## src/rtl/garbage_receiver_if.sv

```systemverilog
// Garbage row insertion handshake between the receiver and the playfield inserter.
// The receiver offers rows as master; the inserter accepts them as slave.
interface garbage_receiver_if;
  logic       insert_valid;
  logic       insert_ready;
  logic [3:0] insert_hole_col;

  modport master (
    output insert_valid,
    output insert_hole_col,
    input  insert_ready
  );

  modport slave (
    input  insert_valid,
    input  insert_hole_col,
    output insert_ready
  );
endinterface

```

## src/rtl/garbage_receiver.sv

```systemverilog
// Holds incoming garbage, cancels it against our outgoing attack and streams rows
// into the playfield after a lock that clears nothing.
module garbage_receiver #(
  parameter int unsigned PLAYFIELD_COLS = 10,
  parameter int unsigned MAX_PENDING    = 20,
  parameter int unsigned INSERT_CAP     = 8,
  parameter logic [6:0]  LFSR_SEED      = 7'h5A
) (
  input  logic                      clk,
  input  logic                      rst_l,
  input  logic                      i_game_start,
  input  logic                      i_atk_in_valid,
  input  logic [4:0]                i_atk_in_count,
  input  logic                      i_send_valid,
  input  logic [4:0]                i_send_count,
  input  logic                      i_falling_piece_lock,
  input  logic                      i_lines_cleared_en,
  garbage_receiver_if.master        io_insert,
  output logic                      o_send_out_valid,
  output logic [4:0]                o_send_out_count,
  output logic [4:0]                o_pending_count,
  output logic                      o_busy
);

  localparam logic [3:0] ColsW   = 4'(PLAYFIELD_COLS);
  localparam logic [5:0] MaxPend = 6'(MAX_PENDING);
  localparam logic [4:0] InsCap  = 5'(INSERT_CAP);

  typedef enum logic [1:0] {StIdle, StCheck, StInsert} state_e;

  state_e     r_state;
  logic [4:0] r_pending;
  logic [4:0] r_remaining;
  logic [3:0] r_hole;
  logic       r_insert_valid;
  logic       r_send_out_valid;
  logic [4:0] r_send_out_count;
  logic [6:0] r_lfsr;

  logic [5:0] w_atk;
  logic [5:0] w_send;
  logic [5:0] w_base;
  logic [5:0] w_diff;
  logic [4:0] w_residue;
  logic       w_acc;
  logic [4:0] w_pending_next;
  logic [4:0] w_rem_after;
  logic [4:0] w_rem_next;
  logic [4:0] w_burst_len;
  logic [3:0] w_hole_raw;
  logic [3:0] w_hole;

  // Cancel arithmetic: 6 bits so pending + attack never wraps before saturation.
  always_comb begin
    w_atk          = i_atk_in_valid ? {1'b0, i_atk_in_count} : 6'd0;
    w_send         = i_send_valid ? {1'b0, i_send_count} : 6'd0;
    w_acc          = r_insert_valid && io_insert.insert_ready;
    w_base         = {1'b0, r_pending} + w_atk - {5'd0, w_acc};
    w_diff         = 6'd0;
    w_residue      = 5'd0;
    w_pending_next = 5'd0;
    if (w_send >= w_base) begin
      w_residue = 5'(w_send - w_base);
    end else begin
      w_diff         = w_base - w_send;
      w_pending_next = (w_diff > MaxPend) ? 5'(MaxPend) : 5'(w_diff);
    end
  end

  // A cancel mid-burst can shrink the rows still owed below the current count.
  always_comb begin
    w_rem_after = r_remaining - {4'd0, w_acc};
    w_rem_next  = (w_rem_after > w_pending_next) ? w_pending_next : w_rem_after;
    w_burst_len = (w_pending_next > InsCap) ? InsCap : w_pending_next;
    w_hole_raw  = r_lfsr[3:0];
    w_hole      = (w_hole_raw >= ColsW) ? w_hole_raw - ColsW : w_hole_raw;
  end

  // Free-running hole source; deliberately not reseeded by game_start.
  always_ff @(posedge clk or negedge rst_l) begin
    if (!rst_l) begin
      r_lfsr <= LFSR_SEED;
    end else begin
      r_lfsr <= {r_lfsr[5:0], r_lfsr[6] ^ r_lfsr[5]};
    end
  end

  always_ff @(posedge clk or negedge rst_l) begin
    if (!rst_l) begin
      r_state          <= StIdle;
      r_pending        <= 5'd0;
      r_remaining      <= 5'd0;
      r_hole           <= 4'd0;
      r_insert_valid   <= 1'b0;
      r_send_out_valid <= 1'b0;
      r_send_out_count <= 5'd0;
    end else if (i_game_start) begin
      r_state          <= StIdle;
      r_pending        <= 5'd0;
      r_remaining      <= 5'd0;
      r_hole           <= 4'd0;
      r_insert_valid   <= 1'b0;
      r_send_out_valid <= 1'b0;
      r_send_out_count <= 5'd0;
    end else begin
      r_pending <= w_pending_next;
      if (i_send_valid && (w_residue != 5'd0)) begin
        r_send_out_valid <= 1'b1;
        r_send_out_count <= w_residue;
      end else begin
        r_send_out_valid <= 1'b0;
        r_send_out_count <= 5'd0;
      end

      unique case (r_state)
        StIdle: begin
          if (i_falling_piece_lock) begin
            r_state <= StCheck;
          end
        end
        StCheck: begin
          if (i_lines_cleared_en || (w_pending_next == 5'd0)) begin
            r_state <= StIdle;
          end else begin
            r_remaining    <= w_burst_len;
            r_hole         <= w_hole;
            r_insert_valid <= 1'b1;
            r_state        <= StInsert;
          end
        end
        StInsert: begin
          if (w_rem_next == 5'd0) begin
            r_remaining    <= 5'd0;
            r_insert_valid <= 1'b0;
            r_state        <= StIdle;
          end else begin
            r_remaining <= w_rem_next;
          end
        end
        default: begin
          r_state        <= StIdle;
          r_insert_valid <= 1'b0;
        end
      endcase
    end
  end

  assign io_insert.insert_valid    = r_insert_valid;
  assign io_insert.insert_hole_col = r_hole;
  assign o_send_out_valid          = r_send_out_valid;
  assign o_send_out_count          = r_send_out_count;
  assign o_pending_count           = r_pending;
  assign o_busy                    = (r_state != StIdle);

endmodule

```

## src/flat_wrapper.sv

```systemverilog
// flat-port wrapper written by rule: the top's interface ports become plain ports
module garbage_receiver_flat 
#(
  parameter int unsigned PLAYFIELD_COLS = 10,
  parameter int unsigned MAX_PENDING    = 20,
  parameter int unsigned INSERT_CAP     = 8,
  parameter logic [6:0]  LFSR_SEED      = 7'h5A
)
  (clk, rst_l, i_game_start, i_atk_in_valid, i_atk_in_count, i_send_valid, i_send_count, i_falling_piece_lock, i_lines_cleared_en, o_send_out_valid, o_send_out_count, o_pending_count, o_busy, io_insert_insert_valid, io_insert_insert_hole_col, io_insert_insert_ready);
  garbage_receiver_if io_insert_i ();
  input  logic clk;
  input  logic rst_l;
  input  logic i_game_start;
  input  logic i_atk_in_valid;
  input  logic [4:0] i_atk_in_count;
  input  logic i_send_valid;
  input  logic [4:0] i_send_count;
  input  logic i_falling_piece_lock;
  input  logic i_lines_cleared_en;
  output logic o_send_out_valid;
  output logic [4:0] o_send_out_count;
  output logic [4:0] o_pending_count;
  output logic o_busy;
  output wire logic [$bits(io_insert_i.insert_valid)-1:0] io_insert_insert_valid;
  output wire logic [$bits(io_insert_i.insert_hole_col)-1:0] io_insert_insert_hole_col;
  input wire logic [$bits(io_insert_i.insert_ready)-1:0] io_insert_insert_ready;
  assign io_insert_insert_valid = io_insert_i.insert_valid;
  assign io_insert_insert_hole_col = io_insert_i.insert_hole_col;
  assign io_insert_i.insert_ready = io_insert_insert_ready;
  garbage_receiver #(.PLAYFIELD_COLS(PLAYFIELD_COLS), .MAX_PENDING(MAX_PENDING), .INSERT_CAP(INSERT_CAP), .LFSR_SEED(LFSR_SEED)) u_core (.clk(clk), .rst_l(rst_l), .i_game_start(i_game_start), .i_atk_in_valid(i_atk_in_valid), .i_atk_in_count(i_atk_in_count), .i_send_valid(i_send_valid), .i_send_count(i_send_count), .i_falling_piece_lock(i_falling_piece_lock), .i_lines_cleared_en(i_lines_cleared_en), .io_insert(io_insert_i), .o_send_out_valid(o_send_out_valid), .o_send_out_count(o_send_out_count), .o_pending_count(o_pending_count), .o_busy(o_busy));
endmodule
```

## config.mk

```make
export PLATFORM = sky130hd
export DESIGN_NAME = garbage_receiver_flat
export DESIGN_NICKNAME = d
export VERILOG_FILES = /design/src/rtl/garbage_receiver_if.sv /design/src/rtl/garbage_receiver.sv /design/src/flat_wrapper.sv
export SDC_FILE = /design/constraint.sdc
export NUM_CORES = 1
export LEC_CHECK = 0
export BUFFER_PORTS_ARGS = -buffer_cell sky130_fd_sc_hd__buf_2
export CAP_MARGIN = 25
export CELL_PAD_IN_SITES_DETAIL_PLACEMENT = 1
export CELL_PAD_IN_SITES_GLOBAL_PLACEMENT = 2
export CORE_UTILIZATION = 35
export CTS_BUF_LIST = sky130_fd_sc_hd__clkbuf_16
export DETAILED_ROUTE_END_ITERATION = 8
export GPL_TIMING_DRIVEN = 0
export PLACE_DENSITY = 0.78
export SYNTH_ARGS = -nofsm -noshare
export SYNTH_HDL_FRONTEND = slang
export SYNTH_SLANG_ARGS = --single-unit
export TNS_END_PERCENT = 50
```

## constraint.sdc

```tcl
create_clock -name clk -period 7.3 [get_ports clk]
set_input_delay 0.73 -clock clk [delete_from_list [all_inputs] [get_ports clk]]
set_output_delay 0.73 -clock clk [all_outputs]
set_load 0.02 [all_outputs]
```

# ---- After elaboration in Yosys (flattened, before gate mapping)
# Index checks and enable logic that the tools add are counted.
dict set report totals {
  input_bits 18
  romBits 0
  memories 0
  latchBits 0
  regBits 30
  out_inout_bits 17
  elab_cells 70
  ramBits 0
}
dict set report op_classes {
  reduce_logical 14
  n_lt_le_gt_ge 5
  n_bitwise 1
  div_mod_pow 0
  mux 29
  n_mul 0
  n_addsub 6
  n_eq_ne 7
  shifts 0
}
# operator count
set ops {}
lappend ops {{two-way mux 5 bit} 13}
lappend ops {{two-way mux 4 bit} 4}
lappend ops {{logical NOT 5 bit} 2}
lappend ops {{one-hot mux 5 bit (2 select lines)} 1}
lappend ops {{two-way mux 2 bit} 4}
lappend ops {{adder 5 x 6 -> 6 bit} 1}
lappend ops {{>= comparator 5 x 6 -> 1 bit} 1}
lappend ops {{> comparator 6 x 5 -> 1 bit, second input constant} 1}
lappend ops {{inequality test 3 bit, second input constant} 2}
lappend ops {{one-hot mux 2 bit (3 select lines)} 1}
lappend ops {{AND reduction 2 bit} 3}
lappend ops {{subtractor 6 x 1 -> 6 bit} 1}
lappend ops {{subtractor 6 x 5 -> 6 bit} 1}
lappend ops {{> comparator 5 x 4 -> 1 bit, second input constant} 1}
lappend ops {{> comparator 5 bit} 1}
lappend ops {{two-way mux 1 bit} 5}
lappend ops {{nonzero test 5 bit} 1}
lappend ops {{subtractor 5 x 1 -> 5 bit} 1}
lappend ops {{subtractor 5 bit} 1}
lappend ops {{>= comparator 4 bit, second input constant} 1}
lappend ops {{inequality test 2 bit, second input constant} 2}
lappend ops {{nonzero test 2 bit} 2}
lappend ops {{subtractor 4 bit, second input constant} 1}
lappend ops {{inequality test 3 x 2 -> 1 bit, second input constant} 1}
lappend ops {{9 further kinds} 10}

# ---- Logic depth before layout (Yosys ltp)
dict set report logic_depth {
  ltp_word 13
  depth_mapped 26
  mapped_depth_nobuf 25
}

# ---- Worst setup path before layout
# Ideal clock, no wire load.
dict set report synth_path {
  path_kind {in2reg}
  startpoint {input io_insert_insert_ready}
  endpoint {register u_core.r_remaining[0]}
  setup_time_ns 0.094
  n_path_buf 2
  cell_stages 25
  t_required_ns 7.206
  t_arrival_ns 5.395
  setup_slack_ns 1.812
  path_cell_list {and2_1 > ha_1 > inv_1 > ha_1 > fa_1 > a21o_1 > a21oi_1 > xnor2_1 > ha_1 > clkbuf_1 > o21ai_1 > a21oi_1 > o22ai_1 > nor3_4 > nor2_1 > or3_1 > ha_1 > nand4b_1 > nand2_1 > a21oi_1 > o221ai_2 > and3_1 > buf_6 > mux2_4 > a221oi_2}
}
dict set report synth_between {
  elab_chain_cells 12
  elab_cells_between_ends 21
  cone_classes {3 x add/sub; 4 x order compare; 1 x eq/ne; 8 x mux; 5 x reduce/logical}
}
# element line_no
set synth_rtl {}
lappend synth_rtl {{from (decl)} flat_wrapper.sv:26} ;# input wire logic [$bits(io_insert_i.insert_ready)-1:0] io_insert_insert_ready;
lappend synth_rtl {{logical AND 1 bit *} garbage_receiver.sv:57} ;# w_acc = r_insert_valid && io_insert.insert_ready;
lappend synth_rtl {{subtractor 6 x 1 -> 6 bit} garbage_receiver.sv:58} ;# w_base = {1'b0, r_pending} + w_atk - {5'd0, w_acc};
lappend synth_rtl {{subtractor 6 x 5 -> 6 bit} garbage_receiver.sv:65} ;# w_diff = w_base - w_send;
lappend synth_rtl {{> comparator 6 x 5 -> 1 bit} garbage_receiver.sv:66} ;# w_pending_next = (w_diff > MaxPend) ? 5'(MaxPend) : 5'(w_diff);
lappend synth_rtl {{two-way mux 5 bit} garbage_receiver.sv:66}
lappend synth_rtl {{two-way mux 5 bit} garbage_receiver.sv:62} ;# if (w_send >= w_base) begin
lappend synth_rtl {{> comparator 5 bit} garbage_receiver.sv:73} ;# w_rem_next = (w_rem_after > w_pending_next) ? w_pending_next : w_rem_after;
lappend synth_rtl {{two-way mux 5 bit} garbage_receiver.sv:73}
lappend synth_rtl {{logical NOT 5 bit} garbage_receiver.sv:132} ;# if (w_rem_next == 5'd0) begin
lappend synth_rtl {{two-way mux 5 bit} garbage_receiver.sv:132}
lappend synth_rtl {{one-hot mux 5 bit (2 select lines)} garbage_receiver.sv:115} ;# unique case (r_state)
lappend synth_rtl {{two-way mux 5 bit} garbage_receiver.sv:97} ;# end else if (i_game_start) begin
lappend synth_rtl {{to (signal assigned)} garbage_receiver.sv:125} ;# r_remaining <= w_burst_len;
lappend synth_rtl {{to (signal assigned)} garbage_receiver.sv:137} ;# r_remaining <= w_rem_next;
lappend synth_rtl {{to (decl)} garbage_receiver.sv:33} ;# logic [4:0] r_remaining;
# Mark *: on every way between the ends. The rest lies on a longest branch, timed or not. The select of a mux whose other input is x is not followed.
# A chain may end at the register's enable or synchronous reset.

# ---- Worst setup path in the final report
dict set report layout_path {
  startpoint {input io_insert_insert_ready}
  endpoint {register u_core.r_insert_valid (netlist: u_core.io_insert.insert_valid)}
}
dict set report layout_between {
  elab_chain_cells 11
  elab_cells_between_ends 16
  cone_classes {3 x add/sub; 3 x order compare; 2 x eq/ne; 3 x mux; 5 x reduce/logical}
}
# element line_no
set layout_rtl {}
lappend layout_rtl {{logical AND 1 bit *} garbage_receiver.sv:57}
lappend layout_rtl {{subtractor 6 x 1 -> 6 bit} garbage_receiver.sv:58}
lappend layout_rtl {{subtractor 6 x 5 -> 6 bit} garbage_receiver.sv:65}
lappend layout_rtl {{> comparator 6 x 5 -> 1 bit} garbage_receiver.sv:66}
lappend layout_rtl {{two-way mux 5 bit} garbage_receiver.sv:66}
lappend layout_rtl {{two-way mux 5 bit} garbage_receiver.sv:62}
lappend layout_rtl {{> comparator 5 bit} garbage_receiver.sv:73}
lappend layout_rtl {{two-way mux 5 bit} garbage_receiver.sv:73}
lappend layout_rtl {{logical NOT 5 bit} garbage_receiver.sv:132}
lappend layout_rtl {{inequality test 3 x 2 -> 1 bit (no source line)} --}
lappend layout_rtl {{AND reduction 3 bit (no source line) *} --}
lappend layout_rtl {{to (signal assigned)} garbage_receiver.sv:127} ;# r_insert_valid <= 1'b1;
lappend layout_rtl {{to (signal assigned)} garbage_receiver.sv:134} ;# r_insert_valid <= 1'b0;
lappend layout_rtl {{to (signal assigned)} garbage_receiver.sv:142} ;# r_insert_valid <= 1'b0;
lappend layout_rtl {{to (decl)} garbage_receiver.sv:35} ;# logic r_insert_valid;
# Mark *: on every way between the ends. The rest lies on a longest branch, timed or not.

==> results <==
- The clock tree from TritonCTS is built.
- STA puts the critical path data arrival time at ~6 ns.
- Port buffering added 33 buffers.
- The run finished with clean final reports.
- During synthesis, Yosys emitted a total of 0 warnings.
- The core occupancy in the finished layout is a little over two fifths.
- Counting flops with a built-in enable in the synthesized netlist gives 0.
- After routing the design area is between 2000 and 3000 um2.
- The share of async-settable or async-resettable flops after synthesis is 100%.
- Detailed placement ended at an HPWL of around 4.8 mm.
- At the end of routability-driven placement, the weighted congestion stood at 0.769.
- Summing over every cut layer, the via total after detailed routing is ~2.1k.
- The maximum clock path buffer count is 2.
- The DRC violations left is 0.
- After clock tree synthesis, the clock-pin slew on the worst setup and hold paths is roughly 0.050 ns.
- For the worst setup path, the data required time is 7.43 ns.
- The transition time of the tightest slew-check pin is 0.664 ns.
- The post-route netlist has about a fifth of its cells at a drive strength greater than 1.
- Summed over all layers, the routed wires come to between 6 and 7 mm.
- The final layout contains 358 nets.
- The global-route wire length before repair is a little over 10 mm.
- The reg-to-reg endpoint is u_core.io_insert.insert_valid.
- The height of the die is approximately 85 um.
- The sink of the worst hold path is u_core.r_lfsr[1].
- The clock insertion delay at the later pin of the skew report is around 0.28 ns.
- The clock net in this run drives a total of 30 sinks.
- The max-slew violation count came to 0.
- The register-to-register path setup slack is around 1.4 ns.
- Counting the buffers created by CTS gives 5.
- The initial antenna violation count is 0.
- Entering global routing, the biggest net connects 31 pins.
- Leaving out fill and tap cells, the most frequent cell in the layout is sky130_fd_sc_hd__inv_1.
- The proportion of synthesized chip area in sequential cells is 31.6%.
- The worst hold path was traced through 0 stages.
- Headroom to the max-slew limit came out at a little under three fifths.
- The cell count after synthesis is between 200 and 300.
- The top cell type by area accounts for 27.2% of the synthesized area.
- The most used flip-flop cell after synthesis is sky130_fd_sc_hd__dfrtp_1.
- The mean area per synthesized cell is 8.83 um2.
- The final standard cell count with taps included and fillers excluded is 389.
- The startpoint identified for the worst hold timing path is u_core.r_lfsr[0].
- When the netlist entered floorplanning its net count stood at approximately 320.
- The number of instances in the placed design is roughly 380.
- The category of the worst setup path launch point is an input port.
- By area the synthesized netlist is led by sky130_fd_sc_hd__dfrtp_1 27%, sky130_fd_sc_hd__ha_1 14%, sky130_fd_sc_hd__inv_1 5.3%, sky130_fd_sc_hd__a21oi_1 4.8%, sky130_fd_sc_hd__dfstp_2 4.4%.
- The number of cells traversed by the worst register-to-register path is 24.
- The root buffer selected by CTS is sky130_fd_sc_hd__clkbuf_16.
- The wire length per cell is between 15 and 20 um.
- The detail-routed via count per cell is roughly 5.3.
- Setup repair after global routing left no endpoint under its margin.
- The post-CTS setup repair buffer count is 0.
- The type of the worst min-delay path is reg -> reg.
- The maximum net fanout on the critical path is 6.
- The largest clock skew in the final design is approximately 0.0064 ns.
- The number of antenna-violating nets in the routed design is 0.
- The total negative slack is 0 ns.
- The area of the core is 6460 um2.
- The final antenna diode count is 0.
- 35 I/O pins were placed.
- In the global route stage, overall resource usage came out at a little under a fifth.
- The number of global-route vias before repair is 2102.
- STA classifies the critical path endpoint as a flop.
- The number of max-cap violations is 0.
- Buffers inserted to repair hold after CTS numbered 0.
- Timing would allow up to 166 MHz.
- The synthesis-stage register bit count is 30.
- Summed over all layers, the global routing overflow is 0.
- In the layout the commonest cells are 35 x sky130_fd_sc_hd__inv_1, 33 x sky130_fd_sc_hd__buf_2, 27 x sky130_fd_sc_hd__nor2_1.
- The synthesis-to-layout area growth is 16.7%.
- The source of the worst register-to-register timing path is u_core.io_insert.insert_valid.
- Summing the areas of all xor and xnor instances in the mapped netlist gives under 10% of the synthesized area.
- The complex-gate fraction of the synthesized area is roughly a fifth.
- The detailed-routing iteration count for the pre-antenna-repair pass is 6.
- The leading area contributor after synthesis is sky130_fd_sc_hd__dfrtp_1.
- The die covers around 7200 um2.
- The critical path is of the in -> reg type.
- The final hold violation count is 0.
- After synthesis, the share of cell area in mux cells is between 1.5 and 2%.
- The worst path needs between 6 and 7 ns of the cycle, external delays included.
- Once placement finished, the instance area stood at ~2700 um2.
- In this run, distinct cell masters in the synthesized netlist total between 50 and 60.
- The share of the clock period used by the worst path after layout is 82.3%.
- The number of standard-cell rows in the floorplan is 29.
- The setup violation total in the final timing report is 0.
- The arithmetic-cell share of the synthesized area counting full adders, half adders and majority gates is about 16%.
- The cell area after technology mapping is between 2000 and 2500 um2.
- The die is about 85 um wide.
- The count of cells resized by post-cts repair is 0.
- The DRC marker count from the first detailed-route iteration is 55.
- Summing the areas of all and, or, nand and nor instances in the mapped netlist gives between 10% and 20% of the synthesized area.
- The initial utilization of the core area, before any placement, comes to between 30% and 40%.
- The main combinational cell family by area after synthesis is simple AND/OR/NAND/NOR gates.
- The maximum level of the CTS H-tree is 2.
kinds of logic after synthesis:
kind of cell | Yosys count
compound gates | 64
xor+xnor | 15
fa+ha+maj | 29
buf+inv | 41
flops | 30
mux | 3
simple gates | 89
synth_stat cells (2+ instances only):
cell type and number:
sky130_fd_sc_hd__fa_1 3, sky130_fd_sc_hd__and3_1 3, sky130_fd_sc_hd__a2111oi_0 3, sky130_fd_sc_hd__o22ai_1 2, sky130_fd_sc_hd__nand3_1 6, sky130_fd_sc_hd__o211ai_1 5
sky130_fd_sc_hd__ha_1 26, sky130_fd_sc_hd__clkbuf_1 6, sky130_fd_sc_hd__o21ai_0 4, sky130_fd_sc_hd__or3_1 2, sky130_fd_sc_hd__a21o_1 5, sky130_fd_sc_hd__mux2_4 2
sky130_fd_sc_hd__or2_2 3, sky130_fd_sc_hd__nand2b_1 9, sky130_fd_sc_hd__nand2_1 19, sky130_fd_sc_hd__nand4_1 3, sky130_fd_sc_hd__o21a_1 2, sky130_fd_sc_hd__a221oi_2 2
sky130_fd_sc_hd__a21oi_1 23, sky130_fd_sc_hd__o21ai_1 3, sky130_fd_sc_hd__dfrtp_1 26, sky130_fd_sc_hd__nand3b_1 3, sky130_fd_sc_hd__xor2_1 9, sky130_fd_sc_hd__nor3b_1 3
sky130_fd_sc_hd__a311oi_1 2, sky130_fd_sc_hd__dfstp_2 4, sky130_fd_sc_hd__xnor2_1 6, sky130_fd_sc_hd__and2_1 3, sky130_fd_sc_hd__nor2_1 27, sky130_fd_sc_hd__inv_1 34
sequential cells by signal (all words and copies together), names as in the netlist:
name / count
u_core.r_remaining: 5
u_core.o_send_out_valid: 1
u_core.o_pending_count: 5
u_core.io_insert.insert_hole_col: 4
u_core.r_lfsr: 7
u_core.r_state: 2
u_core.io_insert.insert_valid: 1
u_core.o_send_out_count: 5
routing by layer:
metal | routed length (um) | vias to the layer above | track usage [%]
li1 | - | 1019 | -
met1 | 2950 | 1006 | 25.2
met2 | 2890 | 36 | 30.2
met3 | 201 | 6 | 3.34
met4 | 42 | 0 | 4.62
met5 | 0 | - | 0
final cells by class:
type                            count  area [um2]
Fill cell                         785        3660
Multi-Input combinational cell    200        1480
Sequential cell                    30         756
Timing Repair Buffer               33         165
Inverter                           34         128
Clock buffer                        5         125
Tap cell                           77        96.3
Buffer                              7        33.8
Clock inverter                      3        13.8
per-stage QoR:
stage / worst slack (ns) / hold slack [ns]
2_1_floorplan: 1.81 / 0.354
4_1_cts: 1.26 / 0.381
3_5_place_dp: 0.975 / 0.364
5_1_grt: 0.804 / 0.392
3_3_place_gp: 1.00 / 0.370
6_report: 1.29 / 0.378
worst max-delay path: stages:
cell and delay [ns]:
sky130_fd_sc_hd__buf_2 0.09, sky130_fd_sc_hd__and2_1 0.16, sky130_fd_sc_hd__ha_1 0.28, sky130_fd_sc_hd__inv_1 0.04, sky130_fd_sc_hd__ha_1 0.23, sky130_fd_sc_hd__fa_1 0.42, sky130_fd_sc_hd__a21o_1 0.17, sky130_fd_sc_hd__a21oi_1 0.17
sky130_fd_sc_hd__xnor2_1 0.09, sky130_fd_sc_hd__ha_1 0.27, sky130_fd_sc_hd__clkbuf_1 0.31, sky130_fd_sc_hd__o21ai_1 0.12, sky130_fd_sc_hd__a21oi_1 0.15, sky130_fd_sc_hd__o22ai_1 0.15, sky130_fd_sc_hd__nor3_4 0.25, sky130_fd_sc_hd__nor2_1 0.10
sky130_fd_sc_hd__or3_1 0.45, sky130_fd_sc_hd__ha_1 0.35, sky130_fd_sc_hd__nand4b_1 0.10, sky130_fd_sc_hd__nand2_1 0.07, sky130_fd_sc_hd__a21oi_1 0.29, sky130_fd_sc_hd__o221ai_2 0.19, sky130_fd_sc_hd__a311o_1 0.36, sky130_fd_sc_hd__a2111oi_0 0.47
sky130_fd_sc_hd__a2111oi_0 0.12
worst max-delay path by stage:
stage / cells past startpoint / endpoint / from
3_3_place_gp: 25 / u_core.io_insert.insert_valid / io_insert_insert_ready
5_1_grt: 25 / u_core.r_state[1] / io_insert_insert_ready
2_1_floorplan: 25 / u_core.r_remaining[0] / io_insert_insert_ready
6_report: 25 / u_core.io_insert.insert_valid / io_insert_insert_ready
3_5_place_dp: 25 / u_core.io_insert.insert_valid / io_insert_insert_ready
4_1_cts: 25 / u_core.io_insert.insert_valid / io_insert_insert_ready
Power is not shown: default switching activity piles up to over one toggle a cycle in this logic, so the estimate is an artifact.
